File: config.mk
export PLATFORM = sky130hd
export DESIGN_NAME = uart_tx
export DESIGN_NICKNAME = d
export VERILOG_FILES = /design/src/rtl/uart_pkg.sv /design/src/rtl/uart_tx_serializer.sv /design/src/rtl/uart_tx.sv
export SDC_FILE = /design/constraint.sdc
export NUM_CORES = 1
export LEC_CHECK = 0
export ABC_AREA = 1
export CORE_MARGIN = 8
export CORE_UTILIZATION = 55
export CTS_CLUSTER_DIAMETER = 200
export DETAILED_ROUTE_END_ITERATION = 8
export PLACE_DENSITY = 0.75
export REMOVE_ABC_BUFFERS = 1
export SETUP_SLACK_MARGIN = 0.1
export SLEW_MARGIN = 20
export SYNTH_ARGS = -nofsm -noshare
export SYNTH_HDL_FRONTEND = slang
export SYNTH_SLANG_ARGS = --single-unit
File: constraint.sdc
create_clock -name CLK -period 2.95 [get_ports CLK]
set_clock_uncertainty 0.05 [all_clocks]
set_input_delay 0.295 -clock CLK [delete_from_list [all_inputs] [get_ports CLK]]
set_output_delay 0.295 -clock CLK [all_outputs]
set_load 0.01 [all_outputs]
File: src/rtl/uart_pkg.sv
// Shared UART definitions used by both the transmitter and the receiver:
// frame FSM state encodings and the default word width.
package uart_pkg;

  localparam int UART_DATA_WIDTH = 8;

  typedef enum logic [2:0] {
    IDLE   = 3'd0,
    START  = 3'd1,
    DATA   = 3'd2,
    PARITY = 3'd3,
    STOP   = 3'd4
  } uart_state_e;

  // A bit index needs at least one bit, even for a 1-bit word.
  function automatic int cnt_width(input int width);
    return (width > 1) ? $clog2(width) : 1;
  endfunction

endpackage

File: src/rtl/uart_tx_serializer.sv
// Shift/count datapath of the UART transmitter: holds the word being sent
// and tracks which data bit is currently on the line.
module uart_tx_serializer
  import uart_pkg::*;
#(
  parameter int DATA_WIDTH = UART_DATA_WIDTH
) (
  input  logic                  clk,
  input  logic                  rst_n,
  input  logic                  load,
  input  logic [DATA_WIDTH-1:0] load_data,
  input  logic                  shift_en,
  input  logic                  count_en,
  output logic                  ser_bit,
  output logic                  done
);

  localparam int CNT_W = cnt_width(DATA_WIDTH);
  localparam logic [CNT_W-1:0] LAST_IDX = CNT_W'(DATA_WIDTH - 1);

  logic [DATA_WIDTH-1:0] shreg;
  logic [CNT_W-1:0]      bit_cnt;

  // shreg[0] is always the next data bit to be presented on the line.
  always_ff @(posedge clk or negedge rst_n) begin
    if (!rst_n) begin
      shreg <= '0;
    end else if (load) begin
      shreg <= load_data;
    end else if (shift_en) begin
      shreg <= shreg >> 1;
    end
  end

  always_ff @(posedge clk or negedge rst_n) begin
    if (!rst_n) begin
      bit_cnt <= '0;
    end else if (count_en) begin
      bit_cnt <= done ? '0 : bit_cnt + 1'b1;
    end
  end

  assign done    = count_en && (bit_cnt == LAST_IDX);
  assign ser_bit = shreg[0];

endmodule

File: src/rtl/uart_tx.sv
// UART transmitter: accepts a parallel word when idle and sends
// start, data (LSB first), optional parity and stop bits, one per CLK.
//
//   state  | meaning
//   IDLE   | line high, waiting for Data_Valid
//   START  | start bit (0) on the line
//   DATA   | data bit bit_cnt on the line
//   PARITY | parity bit on the line
//   STOP   | stop bit (1) on the line
module uart_tx
  import uart_pkg::*;
#(
  parameter int DATA_WIDTH = UART_DATA_WIDTH
) (
  input  logic                  CLK,
  input  logic                  RST,
  input  logic [DATA_WIDTH-1:0] P_DATA,
  input  logic                  Data_Valid,
  input  logic                  PAR_EN,
  input  logic                  PAR_TYP,
  output logic                  TX_OUT,
  output logic                  busy
);

  uart_state_e state, next_state;

  logic [DATA_WIDTH-1:0] data_q;
  logic                  par_en_q;
  logic                  par_typ_q;
  logic                  accept;
  logic                  ser_bit;
  logic                  ser_done;
  logic                  shift_en;
  logic                  count_en;
  logic                  parity_bit;
  logic                  tx_next;
  logic                  busy_next;

  assign shift_en   = (next_state == DATA);
  assign count_en   = (state == DATA);
  assign parity_bit = (^data_q) ^ par_typ_q;

  uart_tx_serializer #(
    .DATA_WIDTH(DATA_WIDTH)
  ) u_serializer (
    .clk      (CLK),
    .rst_n    (RST),
    .load     (accept),
    .load_data(P_DATA),
    .shift_en (shift_en),
    .count_en (count_en),
    .ser_bit  (ser_bit),
    .done     (ser_done)
  );

  always_ff @(posedge CLK or negedge RST) begin
    if (!RST) begin
      state <= IDLE;
    end else begin
      state <= next_state;
    end
  end

  // Outputs are decoded from the next state so the registered line value
  // always matches the state the FSM is in during that cycle.
  always_comb begin
    next_state = state;
    accept     = 1'b0;
    tx_next    = 1'b1;
    case (state)
      IDLE: begin
        if (Data_Valid) begin
          accept     = 1'b1;
          next_state = START;
        end
      end
      START:   next_state = DATA;
      DATA: begin
        if (ser_done) begin
          next_state = par_en_q ? PARITY : STOP;
        end
      end
      PARITY:  next_state = STOP;
      STOP:    next_state = IDLE;
      default: next_state = IDLE;
    endcase

    case (next_state)
      START:   tx_next = 1'b0;
      DATA:    tx_next = ser_bit;
      PARITY:  tx_next = parity_bit;
      default: tx_next = 1'b1;
    endcase
    busy_next = (next_state != IDLE);
  end

  always_ff @(posedge CLK or negedge RST) begin
    if (!RST) begin
      TX_OUT    <= 1'b1;
      busy      <= 1'b0;
      data_q    <= '0;
      par_en_q  <= 1'b0;
      par_typ_q <= 1'b0;
    end else begin
      TX_OUT <= tx_next;
      busy   <= busy_next;
      if (accept) begin
        data_q    <= P_DATA;
        par_en_q  <= PAR_EN;
        par_typ_q <= PAR_TYP;
      end
    end
  end

endmodule
==> flow_summary.yaml, run 1 <==
global_routing:
  grt_pass1_wl_microns: 4150
  grtUsageTotal_pct: 12.0
  grt_max_degree: 27
  antenna_found_initial: 0
  grt_pass1_vias: 1028
  grt_overflow: 0
placement:
  port_buffers: 14
  dpl_cell_area_sq_um: 1460
  dp_slack_ns: 1.24
  place_congestion: 0.820
  dp_hpwl_microns: 1750
sta:
  fin_setup_tns_ns: 0
  layout_setup_ws_ns: 1.22
  slew_headroom_pct: 75.8
  drv_slew: 0
  setup_viol: 0
  rsz0062_at_grt: "false"
  fin_crit_ns: 1.73
  hold_viol_final: 0
  worst_slew_pin_slew_ns: 0.362
  fmax_ghz: 0.577
  fin_crit_sh_pct: 58.7
critical_path:
  worstPathCellList: "clkdlybuf4s50_1"
  critPathMaxFanout: 1
  crit_family: "flip-flops"
  regToRegSetupSlack_ns: 1.32
  crit_buf_inv: 1
  required_ns: 2.61
  r2r_cells: 7
  rr_startpoint: "u_serializer.bit_cnt[0]"
  crit_type: "flop to output pin"
  arrival_ns: 1.39
  cp_slowest_stage_delay_ns: 0.54
  cp-end-kind: "output pin"
  start_kind: "flop"
  critPathSlowestCell: "dfstp_2"
  r2r-end: "u_serializer.shreg[1]"
routing:
  drc: 0
  viasPerCell: 4.95
  via_count: 995
  dr.pass1.iters: 4
  drtIter0Drc: 22
  drt_wl_total_microns: 2270
  wl_per_cell_microns: 11.3
  postRouteAntennaNets: 0
floorplanning:
  io_pins: 15
  fp-row-count: 17
  start_util_pct: 58.5
  core_sq_um: 2230
  die_h_microns: 64.7
  die_w_microns: 64.7
  dieArea_sq_um: 4190
yosys:
  synth_seq_cells: 26
  synth.avg_cell_area_sq_um: 8.32
  yosysMostFrequentCell: "nand2_1"
  yosysSeqAreaShare_pct: 49.9
  ys.flop_type: "dfrtp_1"
  yosys.area.top_type_share_pct: 47.9
  yosysWarnings: 0
  yosysUniqueCellTypes: 22
  postSynthCellCount: 157
  synth_common_cells: "53 x nand2_1, 25 x dfrtp_1, 21 x inv_1, 14 x o21ai_0, 8 x o21ai_2"
  yosys-top-cells-area: "dfrtp_1 48%, nand2_1 15%, inv_1 6.0%"
  synth_edf_count: 0
  synth.largest_area_cell: "dfrtp_1"
  synthArstFlopShare_pct: 100
  syn_area_sq_um: 1310
cts:
  cts_setup_buffers: 0
  clock_path_buffers: 2
  clock_sinks: 26
  cts_resized: 0
  clk_latency_ns: 0.32
  tritoncts: "built"
  numCtsBuffers: 3
  cts_max_level: 1
  ctsHoldBuffers: 0
  cts-root-buf: "clkbuf_4"
  clkTransAtPathRegs_ns: 0.14
layout:
  nFillCells: 190
  fin_util_pct: 67.1
  finalNetCount: 189
  multi_input_area_sq_um: 531
  register_area_sq_um: 652
  diodes: 0
  drive_above_1_share_pct: 15.0
  fin_area_sq_um: 1500
  area_growth_pct: 14.7
run_status:
  status: "complete, no violations"
pwr:
  power.density_nw_per_um2: 1070
  p_leak_nw: 0.755
  ir_drop_uv: 690
min_path:
  hold_class: "primary input to async pin"
flow_run:
  drv_cap: 0
[final cells by class]
| cell class | instances | share of cell area (%) |
|---|---|---|
| well taps | 28 | 2.34 |
| clock buffers | 4 | 2.42 |
| flip-flops and latches | 26 | 43.5 |
| inverters | 25 | 6.43 |
| multi-input cells | 103 | 35.4 |
| repair buffers | 15 | 9.86 |
[kinds of logic after synthesis]
family | Yosys count | synth area share, %
simple gates | 72 | 24.4
flops | 26 | 49.9
xor+xnor | 2 | 1.34
buf+inv | 28 | 9.48
compound gates | 27 | 12.9
fa+ha+maj | 2 | 1.92
[worst max path at each step]
| stage | startpoint | cells after the start | to |
|---|---|---|---|
| floorplan | u_serializer.bit_cnt[0] | 7 | u_serializer.shreg[0] |
| global placement | Data_Valid | 7 | u_serializer.shreg[2] |
| detailed placement | Data_Valid | 7 | u_serializer.shreg[2] |
| CTS | TX_OUT | 1 | TX_OUT |
| global route | TX_OUT | 1 | TX_OUT |
| finish | TX_OUT | 1 | TX_OUT |
[layer usage]
layer  global-route usage (%)  wire length (microns)
met5                        0                      0
met4                     4.09                     27
met3                     2.92                     71
met2                     20.7                   1060
met1                     14.1                   1110
[power breakdown]
group	total, W	switching, W	leakage (nW)	internal, W
sequential	0.000618	0.0000937	0.324	0.000525
clock	0.000180	0.000104	0.0210	0.0000756
combinational	0.000801	0.000506	0.410	0.000295
total	0.00160	0.000704	0.755	0.000895
[layout by cell type, fill, tap and decap left out, drive strengths merged]
cell,n
xor2,1
nor3,1
nor2,6
ha,2
nand2,57
inv,25
o21ai,23
dfstp,1
dfrtp,25
buf,1
clkbuf,4
a21oi,4
clkdlybuf4s50,14
nand3,8
xnor2,1
[metrics by stage]
step	std cells	power, W	hold slack (ns)
6_report	201	0.00160	0.259
5_1_grt	201	0.00175	0.283
4_1_cts	201	0.00161	0.273
3_5_place_dp	197	0.00143	0.417
3_3_place_gp	197	0.00139	0.410
2_1_floorplan	154	0.00123	-0.0506
[state kept, by name, indices dropped and copies added, names as in the netlist]
name,flops
par_en_q,1
state,3
par_typ_q,1
u_serializer.shreg,8
data_q,8
u_serializer.bit_cnt,3
busy,1
TX_OUT,1
(Power assumes the default switching activity.)
==> run 2: changes to the inputs <==
Settings changed: CORE_UTILIZATION 55 to 54, PLACE_DENSITY 0.75 to 0.74.
Clock period 2.95 ns to 1.64 ns, I/O delays scaled along.
==> flow_summary.yaml, run 2 (synthesis results as in run 1) <==
critical_path:
  path_depth: 9
  rr_startpoint: "u_serializer.bit_cnt[0]"
  critPathSlowestCell: "dfrtp_1"
  endpoint: "busy"
  worstPathCellList: "ha_1 > ha_1 > inv_2 > nor2_1 > nand2_2 > o21ai_1 > a21oi_1 > inv_1 > nand2_1"
  critPathMaxFanout: 4
  crit_family: "flip-flops"
  crit_buf_inv: 2
  r2r_cells: 9
  cp-end-kind: "flop"
  r2r-end: "busy"
  arrival_ns: 1.67
  regToRegSetupSlack_ns: 0.18
  required_ns: 1.85
  cpMostUsedCell: "ha_1"
  crit_type: "flop to flop"
  cp-startpoint: "u_serializer.bit_cnt[0]"
  start_kind: "flop"
  cp_slowest_stage_delay_ns: 0.40
layout:
  reg_top3: "data_q (8), u_serializer.shreg (8)"
  fin_area_sq_um: 1540
  area_growth_pct: 17.8
  nFillCells: 240
  drive_above_1_share_pct: 17.5
  fin_util_pct: 64.5
  finalNetCount: 193
  final_cell_mix: "52 x nand2_1, 25 x dfrtp_1, 20 x inv_1"
  diodes: 0
  layout_commonest_cell: "nand2_1"
floorplanning:
  die_h_microns: 65.2
  fp-row-count: 18
  dieArea_sq_um: 4250
  core_sq_um: 2390
  io_pins: 15
  die_w_microns: 65.2
  start_util_pct: 54.7
routing:
  drtIter0Drc: 27
  via_count: 1022
  wl_per_cell_microns: 11.1
  postRouteAntennaNets: 0
  dr.pass1.iters: 4
  drc: 0
  drt_wl_total_microns: 2290
  viasPerCell: 4.94
global_routing:
  antenna_found_initial: 0
  grt_pass1_vias: 970
  grt_overflow: 0
  grtUsageTotal_pct: 11.9
  grt_max_degree: 27
  grt_pass1_wl_microns: 4060
cts:
  clock_sinks: 26
  cts-root-buf: "clkbuf_4"
  clock_path_buffers: 2
  ctsHoldBuffers: 0
  numCtsBuffers: 3
  cts_max_level: 1
  tritoncts: "built"
  clkTransAtPathRegs_ns: 0.13
  clk_latency_ns: 0.31
sta:
  worst_slew_pin_slew_ns: 0.324
  rsz0062_at_grt: "true"
  drv_slew: 0
  fin_crit_ns: 1.46
  fin_crit_sh_pct: 89.2
  layout_setup_ws_ns: 0.177
  slew_headroom_pct: 78.4
  fin_setup_tns_ns: 0
  hold_viol_final: 0
  fmax_ghz: 0.684
  setup_viol: 0
placement:
  dp_hpwl_microns: 1800
  dp_slack_ns: 0.0380
  dpl_cell_area_sq_um: 1480
  place_congestion: 0.777
  port_buffers: 14
pwr:
  seqPwrFrac_pct: 37.8
  p_int_w: 0.00167
  ir_drop_uv: 1050
  comb_power_share_pct: 53.0
  power.density_nw_per_um2: 1910
  switchingPower_w: 0.00127
  switching_share_pct: 43.2
  power_frac_clock_pct: 9.1
  p_leak_nw: 0.773
min_path:
  hold_class: "primary input to async pin"
run_status:
  status: "complete, no violations"
flow_run:
  drv_cap: 0
run 2: cell types whose count changed in the layout (fill, tap and decap cells not counted), sizes merged:
cell / previous run / this run
buf: 1 / 5
clkdlybuf4s50: 14 / 13
dlygate4sd2: 0 / 1
run 2: layout make-up:
type,instances,area (sq um),area share [%]
multi-input cells,103,533,34.6
inverters,25,101,6.59
clock buffers,4,26.3,1.71
flip-flops and latches,26,652,42.4
repair buffers,19,189,12.3
well taps,30,37.5,2.44
run 2: timing repair:
item,in CTS,in global routing
pin swaps,2,2
setup buffers,1,2
endpoints found under the setup margin,5,7
gates resized for setup,4,2
gates cloned,0,0
run 2: how the worst min path moves through the flow:
stage                                  from                       to  slack, ns  cells past startpoint
floorplan                               RST                     busy      -0.18                      0
detailed placement  u_serializer.bit_cnt[1]  u_serializer.bit_cnt[1]       0.43                      2
CTS                                     RST    u_serializer.shreg[4]       0.14                      2
global placement    u_serializer.bit_cnt[0]  u_serializer.bit_cnt[0]       0.41                      1
finish                                  RST    u_serializer.shreg[4]       0.14                      2
global route                            RST    u_serializer.shreg[4]       0.16                      2
run 2: metal layers:
metal	vias up	wire [microns]	global-route usage, %	share of wire, %
li1	529	-	-	-
met5	-	0	0	0
met2	8	1100	19.1	48
met1	483	1120	14.8	49
met3	2	55	2.89	2.4
met4	0	15	5.72	0.65
run 2: through the flow:
step	instances	power, W	hold slack (ns)
final	207	0.00295	0.142
after global routing	207	0.00323	0.155
after CTS	205	0.00297	0.140
after detailed placement	200	0.00268	0.428
after global placement	200	0.00261	0.409
after floorplan	154	0.00222	-0.182
run 2: power by group through the flow:
stage / Combinational (W) / Sequential (W) / Clock (W)
after floorplan: 0.00111 / 0.00111 / 0
after global placement: 0.00149 / 0.00111 / 0
after detailed placement: 0.00155 / 0.00113 / 0
after CTS: 0.00158 / 0.00111 / 0.000282
after global routing: 0.00177 / 0.00115 / 0.000310
final: 0.00156 / 0.00111 / 0.000270
